<file path="src/rtl/cnn_mac_seq.sv">
// Sequenced 14s x 9s MAC over a runtime-length dot product, with bias, rescale and 14-bit saturation.
// Optional fused ReLU on the result when CNN_MAC_SEQ_RELU_EN is defined.
module cnn_mac_seq #(
  parameter int AW    = 10,
  parameter int ACC_W = 32,
  parameter int SHIFT = 6
) (
  input  logic                 ap_clk,
  input  logic                 ap_rst,
  input  logic                 ap_start,
  output logic                 ap_done,
  output logic                 ap_idle,
  output logic                 ap_ready,
  input  logic [AW-1:0]        len,
  input  logic signed [13:0]   bias,
  output logic [AW-1:0]        x_addr,
  output logic                 x_ce,
  input  logic signed [13:0]   x_q,
  output logic [AW-1:0]        w_addr,
  output logic                 w_ce,
  input  logic signed [8:0]    w_q,
  output logic signed [13:0]   res_out
);

  localparam logic [1:0] S_IDLE  = 2'd0;
  localparam logic [1:0] S_RUN   = 2'd1;
  localparam logic [1:0] S_DRAIN = 2'd2;
  localparam logic [1:0] S_DONE  = 2'd3;

  localparam logic signed [ACC_W-1:0] SAT_HI = ACC_W'(8191);
  localparam logic signed [ACC_W-1:0] SAT_LO = ACC_W'(-8192);

  logic [1:0]              state;
  logic [AW-1:0]           len_r;
  logic [AW-1:0]           addr;
  logic                    dvalid;
  logic                    pvalid;
  logic signed [22:0]      prod;
  logic signed [ACC_W-1:0] acc;
  logic signed [13:0]      res_r;
  logic signed [ACC_W-1:0] acc_sh;
  logic signed [13:0]      res_next;

  always_ff @(posedge ap_clk) begin
    if (ap_rst) begin
      state  <= S_IDLE;
      len_r  <= '0;
      addr   <= '0;
      dvalid <= 1'b0;
      pvalid <= 1'b0;
      prod   <= '0;
      acc    <= '0;
      res_r  <= '0;
    end else begin
      dvalid <= (state == S_RUN);
      pvalid <= dvalid;
      if (dvalid)
        prod <= 23'(x_q) * 23'(w_q);

      if (state == S_IDLE && ap_start)
        acc <= ACC_W'(bias) <<< SHIFT;
      else if (pvalid)
        acc <= acc + ACC_W'(prod);

      case (state)
        S_IDLE: begin
          if (ap_start) begin
            len_r <= len;
            addr  <= '0;
            state <= (len == '0) ? S_DRAIN : S_RUN;
          end
        end
        S_RUN: begin
          if (addr == len_r - AW'(1))
            state <= S_DRAIN;
          else
            addr <= addr + AW'(1);
        end
        S_DRAIN: begin
          // Once no fetch is outstanding, the last product lands in acc on this
          // same edge, so acc is final in DONE.
          if (!dvalid)
            state <= S_DONE;
        end
        default: begin
          res_r <= res_next;
          state <= S_IDLE;
        end
      endcase
    end
  end

  always_comb begin
    acc_sh   = acc >>> SHIFT;
    res_next = acc_sh[13:0];
    if (acc_sh > SAT_HI)
      res_next = 14'sd8191;
    else if (acc_sh < SAT_LO)
      res_next = -14'sd8192;
`ifdef CNN_MAC_SEQ_RELU_EN
    if (res_next[13])
      res_next = '0;
`endif
  end

  // The new result is forwarded during the DONE cycle so it is valid alongside
  // ap_done; the register holds it afterwards.
  assign res_out  = (state == S_DONE) ? res_next : res_r;
  assign ap_idle  = (state == S_IDLE);
  assign ap_done  = (state == S_DONE);
  assign ap_ready = (state == S_DONE);
  assign x_ce     = (state == S_RUN);
  assign w_ce     = (state == S_RUN);
  assign x_addr   = addr;
  assign w_addr   = addr;

endmodule
</file>
<file path="config.mk">
export PLATFORM = sky130hd
export DESIGN_NAME = cnn_mac_seq
export DESIGN_NICKNAME = d
export VERILOG_FILES = /design/src/rtl/cnn_mac_seq.sv
export SDC_FILE = /design/constraint.sdc
export NUM_CORES = 1
export LEC_CHECK = 0
export BUFFER_PORTS_ARGS = -buffer_cell sky130_fd_sc_hd__buf_2
export CORE_ASPECT_RATIO = 1.4
export CORE_MARGIN = 2
export CORE_UTILIZATION = 40
export CTS_CLUSTER_DIAMETER = 150
export DETAILED_ROUTE_END_ITERATION = 6
export PLACE_DENSITY = 0.67
export SYNTH_ARGS = -nofsm -noshare
export SYNTH_HDL_FRONTEND = slang
export SYNTH_SLANG_ARGS = --single-unit
</file>
<file path="constraint.sdc">
create_clock -name ap_clk -period 5.75 [get_ports ap_clk]
set_input_delay 0.575 -clock ap_clk [delete_from_list [all_inputs] [get_ports ap_clk]]
set_output_delay 0.575 -clock ap_clk [all_outputs]
set_load 0.02 [all_outputs]
</file>
### After elaboration in Yosys (flattened, before gate mapping)

Index checks and enable logic that the tools add are counted.

| storage, ports and cells | value |
|---|---|
| bits in registers | 93 |
| bits in latches | 0 |
| RAM bits | 0 |
| memory bits (read-only) | 0 |
| input port bits | 50 |
| output and inout bits | 39 |
| logic and storage cells | 46 |
| memories | 0 |

| operators by class | value |
|---|---|
| $add $sub $neg | 3 |
| multiply operators | 1 |
| divide/modulo/power cells | 0 |
| $lt $le $gt $ge | 2 |
| equal/unequal tests | 8 |
| shift operators | 0 |
| muxes and demuxes | 13 |
| bitwise logic cells | 0 |
| reductions and logical operators | 10 |

Operators by type and width:

| cell | count |
|---|---|
| two-way mux 32 bit | 2 |
| two-way mux 14 bit | 3 |
| adder 32 x 23 -> 32 bit | 1 |
| greater-than comparator 26 x 14 -> 1 bit (second input constant) | 1 |
| less-than comparator 26 x 14 -> 1 bit (second input constant) | 1 |
| multiplier 14 x 9 -> 23 bit | 1 |
| two-way mux 10 bit | 2 |
| case mux 10 bit (2 select lines) | 1 |
| adder 10 x 1 -> 10 bit (second input constant) | 1 |
| == test 10 bit | 1 |
| zero test 10 bit | 1 |
| subtractor 10 x 1 -> 10 bit (second input constant) | 1 |
| two-way mux 2 bit | 4 |
| inequality test 2 bit (second input constant) | 3 |
| case mux 2 bit (3 select lines) | 1 |
| AND reduction 3 bit | 2 |
| == test 2 bit (second input constant) | 2 |
| nonzero test 2 bit | 2 |
| OR reduction 3 bit | 1 |
| == test 2 x 1 -> 1 bit (second input constant) | 1 |
| zero test 2 bit | 1 |
| inequality test 2 x 1 -> 1 bit (second input constant) | 1 |
| AND reduction 2 bit | 1 |
| OR reduction 2 bit | 1 |
| logical AND 1 bit | 1 |

### Longest topological paths before layout

Gate-level depths: netlist of run 1.

| depth | value |
|---|---|
| word-level depth | 4 |
| depth in mapped cells | 22 |
| mapped depth without buffers | 21 |

### Worst setup path after synthesis of run 1

OpenSTA, ideal clock, no wires.

| timing | value |
|---|---|
| path type | input to register |
| from | input w_q[2] |
| to | register prod[21] |
| setup time | 0.128 ns |
| arrival time | 5.387 ns |
| data required time | 5.622 ns |
| setup slack | 0.236 ns |
| cell stages on the path | 22 |
| buffers on the path | 1 |
| cells stage by stage | clkbuf_1 > nand2_1 > fa_1 > inv_1 > fa_1 > ha_1 > inv_1 > fa_1 > inv_1 > ha_1 > ha_1 > fa_1 > a21o_1 > a21oi_1 > o21bai_1 > a21oi_1 > o21ai_0 > a311oi_1 > o21ai_0 > xor2_1 > mux2i_1 > nor2_1 |

| between the ends | value |
|---|---|
| longest elaborated chain between the ends | 1 |

RTL lines:

| what | line | source |
|---|---|---|
| start, declared | 21 | `input logic signed [8:0] w_q,` |
| multiplier 14 x 9 -> 23 bit | 58 | `prod <= 23'(x_q) * 23'(w_q);` |
| end signal, assigned | 58 |  |
| end, declared | 38 | `logic signed [22:0] prod;` |

No other way between the ends.
A chain may end at the register's enable or synchronous reset.

### Worst setup path after layout of run 1

Same ends and word-level chain as after synthesis.

==> flow_summary.yaml, run 1 <==
placement:
  portBuffers: 88
  dpl_worst_slack_ns: 0.0645
  dp.final_hpwl_mm: 18.2
  finalWeightedCongestion: 0.897
clock_tree:
  tritoncts.num_buffers: 9
  hold_buffers: 0
  h-tree-depth: 3
  clkLatencyLatePin_ns: 0.35
  clk_pin_slew_ns: 0.07
  cts_setup_buffers: 0
  cts_root_buf: "clkbuf_16"
  max_clock_buf_depth: 2
  clock-sinks: 93
  resized_after_cts: 0
  tritoncts_clock_tree: "built"
setup_path:
  crit_type: "primary input to flip-flop"
  critPathRequiredTime_ns: 5.96
  crit_top_cell: "fa_1"
  worst_setup_path_end_kind: "flip-flop"
  crit_path_max_incr_delay_ns: 0.55
  setup.reg_to_reg.worst_slack_ns: 2.66
  critical_path_arrival_ns: 5.49
  startpoint_type: "primary input"
  crit_path_top_delay_cell: "fa_1"
  timing.critical_path.max_delay_family: "adder cells"
  cp.buffers_inverters: 4
  critical_path_peak_fanout: 14
  crit_path_cell_trace: "buf_2 -> nand2_1 -> fa_1 -> inv_1 -> fa_1 -> ha_1 -> inv_1 -> fa_1 -> inv_1 -> ha_1 -> ha_1 -> fa_1 -> a21o_1 -> a21oi_1 -> o21bai_1 -> a21oi_1 -> o21ai_0 -> a311oi_1 -> o21ai_0 -> xor2_1 -> mux2i_1 -> nor2_1"
floorplanning:
  floorplan_die_area_um2: 26300
  std_cell_rows: 68
  fp.dieH_um: 191
  floorplan_die_width_um: 138
  ioPinCount: 89
  core-area_um2: 24600
  initial_core_util: 0.406
cells_and_area:
  area_growth_syn_to_layout_pct: 9.96
  layout-drive-gt1-share: 0.119
  n_fill_cell: 2391
  final_core_utilization: 0.446
  final_antenna_diode_count: 0
  layout.nets: 1433
synth:
  yosys_register_bits: 93
  post_synth_num_cell_types: 58
  syn_area_um2: 9980
  yosys.area.top_type_share: 0.213
  synth_top_cells_by_count: "inv_1, nand2_1, fa_1, nor2_1, dfxtp_1"
  postSynthCellCount: 1135
  avgSynthCellArea_um2: 8.80
  yosysMostFrequentCell: "inv_1"
  synth_edf_count: 0
  synth_fp_nets: 1377
  yosys.area.top_type: "fa_1"
  yosysWarnings: 0
  synthFlopType: "dfxtp_1"
  yosys-top-cells-area: "fa_1, dfxtp_1, ha_1, mux2i_1, inv_1"
  synthArstFlopShare: 0
  synth_sequential_area_ratio: 0.186
sta:
  finalMaxSlewViolations: 0
  fmax_mhz: 190
  max_slew.worst_pin.slew_ns: 0.939
  post-route-min-period_ns: 5.28
  slew-limit-headroom: 0.372
  finClkSkew_ns: 0.00983
  post-route-worst-setup-slack_ns: 0.473
  final_hold_viol_count: 0
  setup_viol: 0
  total_negative_slack_for_setup_checks_ns: 0
  final_min_period_over_clock_period: 0.918
  rsz_0062_raised_after_global_routing: "false"
global_route:
  grt_max_degree: 71
  wire_length_of_the_first_global_routing_pass_mm: 38.6
  first_global_vias: 8134
  gr-usage-all-layers: 0.181
  grt-ovfl-total: 0
  number_of_antenna_violations_at_the_first_check_in_global_routing: 0
routing:
  drt-pass1-iter-count: 5
  totalWireLength_mm: 22.5
  post-route-drc-count: 0
  detail-route-antenna-nets: 0
  num_vias: 7853
  vias_per_cell: 5.20
  post_drt_wl_per_cell_um: 14.9
  drt_iter0_drc: 327
run_status:
  status: "complete, no violations"
worst_hold_path:
  hold_class: "primary input to flip-flop"
power_and_ir_drop:
  static-leakage-power_nw: 5.15
  ir_worst_vdd_mv: 0.204
  p_per_area_nw_per_um2: 459
  report.power.total_mw: 5.04
flow_run:
  timing.max_cap.violations: 0
## area by class of cell
class	instances	area [µm²]	share of cell area
Inverter	109	409	0.0373
Tap cell	315	394	0.0359
Sequential cell	93	1860	0.170
Multi-Input combinational cell	877	7460	0.679
Clock inverter	5	65.1	0.00593
Clock buffer	11	253	0.0230
Timing Repair Buffer	101	538	0.0490
## worst paths after layout
path,start,to,cells after the start
max,w_q[2],prod[21],22
min,len[7],len_r[7],3
max reg2reg,prod[0],acc[30],13
min reg2reg,prod[0],prod[0],2
## worst register-to-register path: stages (launching register included)
cell and delay (ns):
dfxtp_1 0.34, ha_1 0.20, inv_1 0.07, fa_1 0.41, nor2b_1 0.12, o21ai_0 0.10
a21boi_0 0.33, o21ai_0 0.24, a41oi_1 0.42, a41oi_1 0.18, nand2_1 0.17, o22ai_1 0.11
xor2_1 0.18, a21oi_1 0.09
## where the power goes
part | internal (mW) | total, mW | switching (mW)
clock | 0.367 | 0.637 | 0.271
sequential | 0.785 | 0.944 | 0.158
combinational | 1.56 | 3.46 | 1.90
## cell usage in the layout (no fill, tap or decap), types with 8 or more instances in the layout
master,count
a21o_1,17
nor2_1,106
o21a_1,24
nand3_1,9
fa_1,106
clkbuf_16,9
nand2_1,107
nand2b_1,10
o21ai_0,37
ha_1,86
inv_1,108
a211oi_1,20
xor2_1,26
dfxtp_1,93
xnor2_1,41
mux2i_1,49
nand4_1,8
mux2_2,14
buf_2,88
nor3_1,10
and2_1,63
a21oi_1,61
buf_4,13
## state kept, by name, summed over array words and instances, names as in the netlist
name / cells
acc: 32
dvalid: 1
len_r: 10
prod: 23
pvalid: 1
res_r: 14
state: 2
w_addr: 10
## cell families (layout without fill, tap and decap cells)
group	after synthesis	after routing	synth area share
AOI/OAI and AO/OA	208	208	0.137
buffers and inverters	165	226	0.0665
DFF	93	93	0.186
adders and majority gates	192	192	0.320
and+or+nand+nor	347	347	0.166
xor gates and xnor gates	67	67	0.0588
muxes	63	63	0.0649
## per-stage QoR
step / instances / instance area, µm² / hold slack (ns)
after global placement: 1495 / 10700 / 0.469
after CTS: 1511 / 11000 / 0.468
after floorplan: 1135 / 9980 / 0.448
after global routing: 1511 / 11000 / 0.467
after detailed placement: 1495 / 10700 / 0.469
final: 1511 / 11000 / 0.474
## metal layers
metal  GRT usage  routed length [µm]  share of wire
met3      0.0188                 695          0.031
met2       0.333               11500           0.51
met4      0.0539                 386          0.017
met1       0.221                9930           0.44
met5           0                   0              0
Power figures use the tool's default switching activity.
==> run 2, diff against run 1 <==
- CTS_BUF_LIST: default -> sky130_fd_sc_hd__clkbuf_8
==> flow_summary.yaml, run 2 (same netlist as run 1, synthesis figures left out) <==
run_status:
  status: "complete, no violations"
cells_and_area:
  largest-register: "acc"
  largest_register_ff_count: 32
  final_core_utilization: 0.442
  finish.cell_count_without_fillers: 1511
  layout.cells.most_common: "inv_1"
  layout.nets: 1433
  area_growth_syn_to_layout_pct: 8.95
  final_antenna_diode_count: 0
  mostFrequentLayoutCells: "inv_1, nand2_1, nor2_1, fa_1, dfxtp_1"
  largestRegisters: "acc (32), prod (23), res_r (14)"
  layout-drive-gt1-share: 0.119
routing:
  drt_iter0_drc: 320
  detail-route-antenna-nets: 0
  num_vias: 7867
  post-route-drc-count: 0
  drt-pass1-iter-count: 5
  post_drt_wl_per_cell_um: 14.9
  vias_per_cell: 5.21
  totalWireLength_mm: 22.5
power_and_ir_drop:
  ir_worst_vdd_mv: 0.203
  seq_power_share: 0.193
  p_per_area_nw_per_um2: 449
  static-leakage-power_nw: 5.10
  switching_share: 0.472
  switching_power_mw: 2.31
  report.power.total_mw: 4.89
  internal-power_mw: 2.58
  share_clk_of_total_power: 0.098
  share_comb_of_total_power: 0.709
sta:
  slew-limit-headroom: 0.381
  fin_hold_ws_ns: 0.445
  fmax_mhz: 190
  finClkSkew_ns: 0.0131
  post-route-min-period_ns: 5.25
  setup_viol: 0
  total_negative_slack_for_setup_checks_ns: 0
  rsz_0062_raised_after_global_routing: "false"
  final_min_period_over_clock_period: 0.914
  max_slew.worst_pin.slew_ns: 0.925
  finalMaxSlewViolations: 0
  final_hold_viol_count: 0
setup_path:
  crit_path_max_incr_delay_ns: 0.55
  critPathRequiredTime_ns: 5.99
  critical_path_peak_fanout: 14
  setup.reg_to_reg.worst_slack_ns: 2.65
  startpoint_type: "primary input"
  rr_startpoint: "prod[0]"
  crit_path_top_delay_cell: "fa_1"
  worst_setup_path_end_kind: "flip-flop"
  r2r_cells: 13
  critical_path_arrival_ns: 5.49
  regToRegEndpoint: "acc[30]"
  crit_top_cell: "fa_1"
  crit_path_cell_trace: "buf_2 -> nand2_1 -> fa_1 -> inv_1 -> fa_1 -> ha_1 -> inv_1 -> fa_1 -> inv_1 -> ha_1 -> ha_1 -> fa_1 -> a21o_1 -> a21oi_1 -> o21bai_1 -> a21oi_1 -> o21ai_0 -> a311oi_1 -> o21ai_0 -> xor2_1 -> mux2i_1 -> nor2_1"
  crit_type: "primary input to flip-flop"
clock_tree:
  tritoncts_clock_tree: "built"
  clock-sinks: 93
  h-tree-depth: 3
  clk_pin_slew_ns: 0.10
  cts_setup_buffers: 0
  hold_buffers: 0
  cts_root_buf: "clkbuf_8"
  clkLatencyLatePin_ns: 0.37
  max_clock_buf_depth: 2
  resized_after_cts: 0
  tritoncts.num_buffers: 9
floorplanning:
  fp.dieH_um: 191
  initial_core_util: 0.406
  floorplan_die_width_um: 138
  core-area_um2: 24600
  ioPinCount: 89
  std_cell_rows: 68
  floorplan_die_area_um2: 26300
placement:
  portBuffers: 88
  placed_cells_incl_taps: 1495
  finalWeightedCongestion: 0.897
  dp.final_hpwl_mm: 18.2
worst_hold_path:
  hold_class: "primary input to flip-flop"
  holdPathStages: 3
  min_delay_worst_endpoint: "len_r[7]"
  min_from: "len[7]"
global_route:
  wire_length_of_the_first_global_routing_pass_mm: 38.4
  first_global_vias: 8119
  gr-usage-all-layers: 0.180
  grt-ovfl-total: 0
  grt_max_degree: 71
  number_of_antenna_violations_at_the_first_check_in_global_routing: 0
flow_run:
  timing.max_cap.violations: 0
[run 2: metrics by stage]
| step | instance area (µm²) | setup slack [ns] |
|---|---|---|
| 5_1_grt | 10900 | 0.0742 |
| 3_5_place_dp | 10700 | 0.0645 |
| 2_1_floorplan | 9980 | 0.236 |
| 3_3_place_gp | 10700 | 0.116 |
| 4_1_cts | 10900 | 0.447 |
| 6_report | 10900 | 0.497 |
[run 2: critical path, delay by kind of cell]
kind / cells / cell delay [ns]
buf+inv: 4 / 0.38
simple gates: 2 / 0.17
mux: 1 / 0.14
compound gates: 7 / 1.35
xor+xnor: 1 / 0.15
fa+ha+maj: 7 / 2.72
[run 2: layer usage]
| metal | GRT usage | vias to the layer above | share of wire | routed length, µm |
|---|---|---|---|---|
| met1 | 0.220 | 3816 | 0.44 | 9930 |
| met3 | 0.0159 | 27 | 0.029 | 658 |
| met4 | 0.0519 | 0 | 0.018 | 416 |
| met2 | 0.331 | 145 | 0.51 | 11500 |
| li1 | - | 3879 | - | - |
| met5 | 0 | - | 0 | 0 |
[run 2: power by group through the flow]
stage	clock, mW	sequential, mW	combinational, mW
final	0.479	0.944	3.46
after global routing	0.516	0.967	3.99
after CTS	0.492	0.942	3.50
after detailed placement	0	0.953	3.48
after global placement	0	0.951	3.41
after floorplan	0	0.893	2.76
[run 2: layout make-up]
type	count	area [µm²]
Fill cell	2405	13700
Timing Repair Buffer	101	538
Clock buffer	11	151
Inverter	109	409
Tap cell	315	394
Multi-Input combinational cell	877	7460
Sequential cell	93	1860
Clock inverter	5	65.1
[run 2: worst max path at each step]
stage | from | endpoint | slack (ns) | cells past startpoint
after detailed placement | w_q[2] | prod[21] | 0.06 | 22
after CTS | w_q[2] | prod[21] | 0.45 | 22
after floorplan | w_q[2] | prod[21] | 0.24 | 22
final | w_q[2] | prod[21] | 0.50 | 22
after global placement | w_q[2] | prod[21] | 0.12 | 22
after global routing | w_q[2] | prod[16] | 0.07 | 20
==> run 3, diff against run 2 <==
- CORE_UTILIZATION: 40 -> 34
- PLACE_DENSITY: 0.67 -> 0.6
==> flow_summary.yaml, run 3 (same netlist as run 1, synthesis figures left out) <==
sta:
  slew-limit-headroom: 0.342
  final_hold_viol_count: 0
  finalMaxSlewViolations: 0
  total_negative_slack_for_setup_checks_ns: 0
  post-route-min-period_ns: 5.24
  setup_viol: 0
  final_min_period_over_clock_period: 0.911
  rsz_0062_raised_after_global_routing: "false"
  fmax_mhz: 191
  finClkSkew_ns: 0.0155
  max_slew.worst_pin.slew_ns: 0.983
clock_tree:
  h-tree-depth: 3
  clkLatencyLatePin_ns: 0.38
  hold_buffers: 0
  cts_setup_buffers: 0
  cts_root_buf: "clkbuf_8"
  clk_pin_slew_ns: 0.10
  tritoncts.num_buffers: 9
  clock-sinks: 93
  resized_after_cts: 0
  max_clock_buf_depth: 2
  tritoncts_clock_tree: "built"
cells_and_area:
  finish.cell_count_without_fillers: 1578
  largest-register: "acc"
  layout-drive-gt1-share: 0.120
  n_fill_cell: 3046
  largestRegisters: "acc (32), prod (23), res_r (14)"
  largest_register_ff_count: 32
  post_route_cell_area_um2: 11000
  mostFrequentLayoutCells: "inv_1, nand2_1, nor2_1, fa_1, dfxtp_1"
  layout.cells.most_common: "inv_1"
  final_antenna_diode_count: 0
  area_growth_syn_to_layout_pct: 9.80
  layout.nets: 1435
power_and_ir_drop:
  p_per_area_nw_per_um2: 447
  share_comb_of_total_power: 0.714
  switching_share: 0.476
  share_clk_of_total_power: 0.095
  seq_power_share: 0.191
  internal-power_mw: 2.57
  report.power.total_mw: 4.90
  switching_power_mw: 2.33
  static-leakage-power_nw: 5.10
  ir_worst_vdd_mv: 0.187
global_route:
  first_global_vias: 7976
  wire_length_of_the_first_global_routing_pass_mm: 39.5
  gr-usage-all-layers: 0.158
  grt-ovfl-total: 0
  grt_max_degree: 71
  number_of_antenna_violations_at_the_first_check_in_global_routing: 1
routing:
  detail-route-antenna-nets: 0
  num_vias: 7818
  post-route-drc-count: 0
  post_drt_wl_per_cell_um: 15.0
  drt-pass1-iter-count: 5
  totalWireLength_mm: 23.7
  drt_iter0_drc: 229
  vias_per_cell: 4.95
placement:
  dp.final_hpwl_mm: 19.0
  placed_cells_incl_taps: 1562
  dpl-instance-area_um2: 10800
  portBuffers: 88
  finalWeightedCongestion: 0.852
floorplanning:
  core-area_um2: 29100
  floorplan_die_width_um: 149
  std_cell_rows: 74
  fp.dieH_um: 207
  ioPinCount: 89
  initial_core_util: 0.343
  floorplan_die_area_um2: 30800
setup_path:
  crit_path_start: "w_q[2]"
  worst_setup_path_end_kind: "flip-flop"
  startpoint_type: "primary input"
  critPathRequiredTime_ns: 6.00
  critical_path_arrival_ns: 5.49
  crit_type: "primary input to flip-flop"
  rr_startpoint: "prod[0]"
  critical_path_peak_fanout: 11
worst_hold_path:
  hold_class: "primary input to flip-flop"
  min_from: "len[0]"
run_status:
  status: "complete, no violations"
flow_run:
  timing.max_cap.violations: 0
-- run 3: layout make-up --
cell class	instances	area, µm²	area share
well taps	380	475	0.0434
repair buffers	103	553	0.0505
inverters	109	409	0.0373
multi-input cells	877	7460	0.680
flip-flops and latches	93	1860	0.170
clock inverters	6	67.6	0.00616
clock buffers	10	138	0.0126
-- run 3: worst max-delay path: stages --
cell,delay [ns]
buf_2,0.19
nand2_1,0.11
fa_1,0.55
inv_1,0.05
fa_1,0.45
ha_1,0.28
inv_1,0.05
fa_1,0.52
inv_1,0.04
ha_1,0.29
ha_1,0.23
fa_1,0.41
a21o_1,0.17
a21oi_1,0.23
o21bai_1,0.09
a21oi_1,0.20
o21ai_0,0.17
a311oi_1,0.36
o21ai_0,0.17
xor2_1,0.16
mux2i_1,0.13
nor2_1,0.05
-- run 3: metal layers --
layer,global-route usage,vias up,part of all wire
li1,-,3880,-
met1,0.194,3783,0.45
met2,0.296,125,0.51
met3,0.0158,28,0.027
met4,0.0364,2,0.015
met5,0,-,0.00080
-- run 3: path summary, 6_finish.rpt --
check	to	slack, ns	cells after the start
worst max-delay path	prod[21]	0.51	22
worst min-delay path	len_r[0]	0.44	3
worst max register to register	acc[30]	2.56	13
worst min register to register	prod[0]	0.49	2
-- run 3: power by group through the flow --
| stage | Sequential, mW | Combinational [mW] | Clock, mW |
|---|---|---|---|
| finish | 0.935 | 3.50 | 0.467 |
| global route | 0.955 | 3.98 | 0.507 |
| CTS | 0.934 | 3.55 | 0.481 |
| detailed placement | 0.947 | 3.51 | 0 |
| global placement | 0.944 | 3.46 | 0 |
| floorplan | 0.893 | 2.76 | 0 |
-- run 3: through the flow --
step                      hold slack [ns]  utilization  setup slack, ns
final                               0.437        0.377            0.511
after global routing                0.427        0.377            0.177
after CTS                           0.424        0.377            0.485
after detailed placement            0.477        0.370           0.0784
after global placement              0.469        0.370            0.108
after floorplan                     0.448            -            0.236
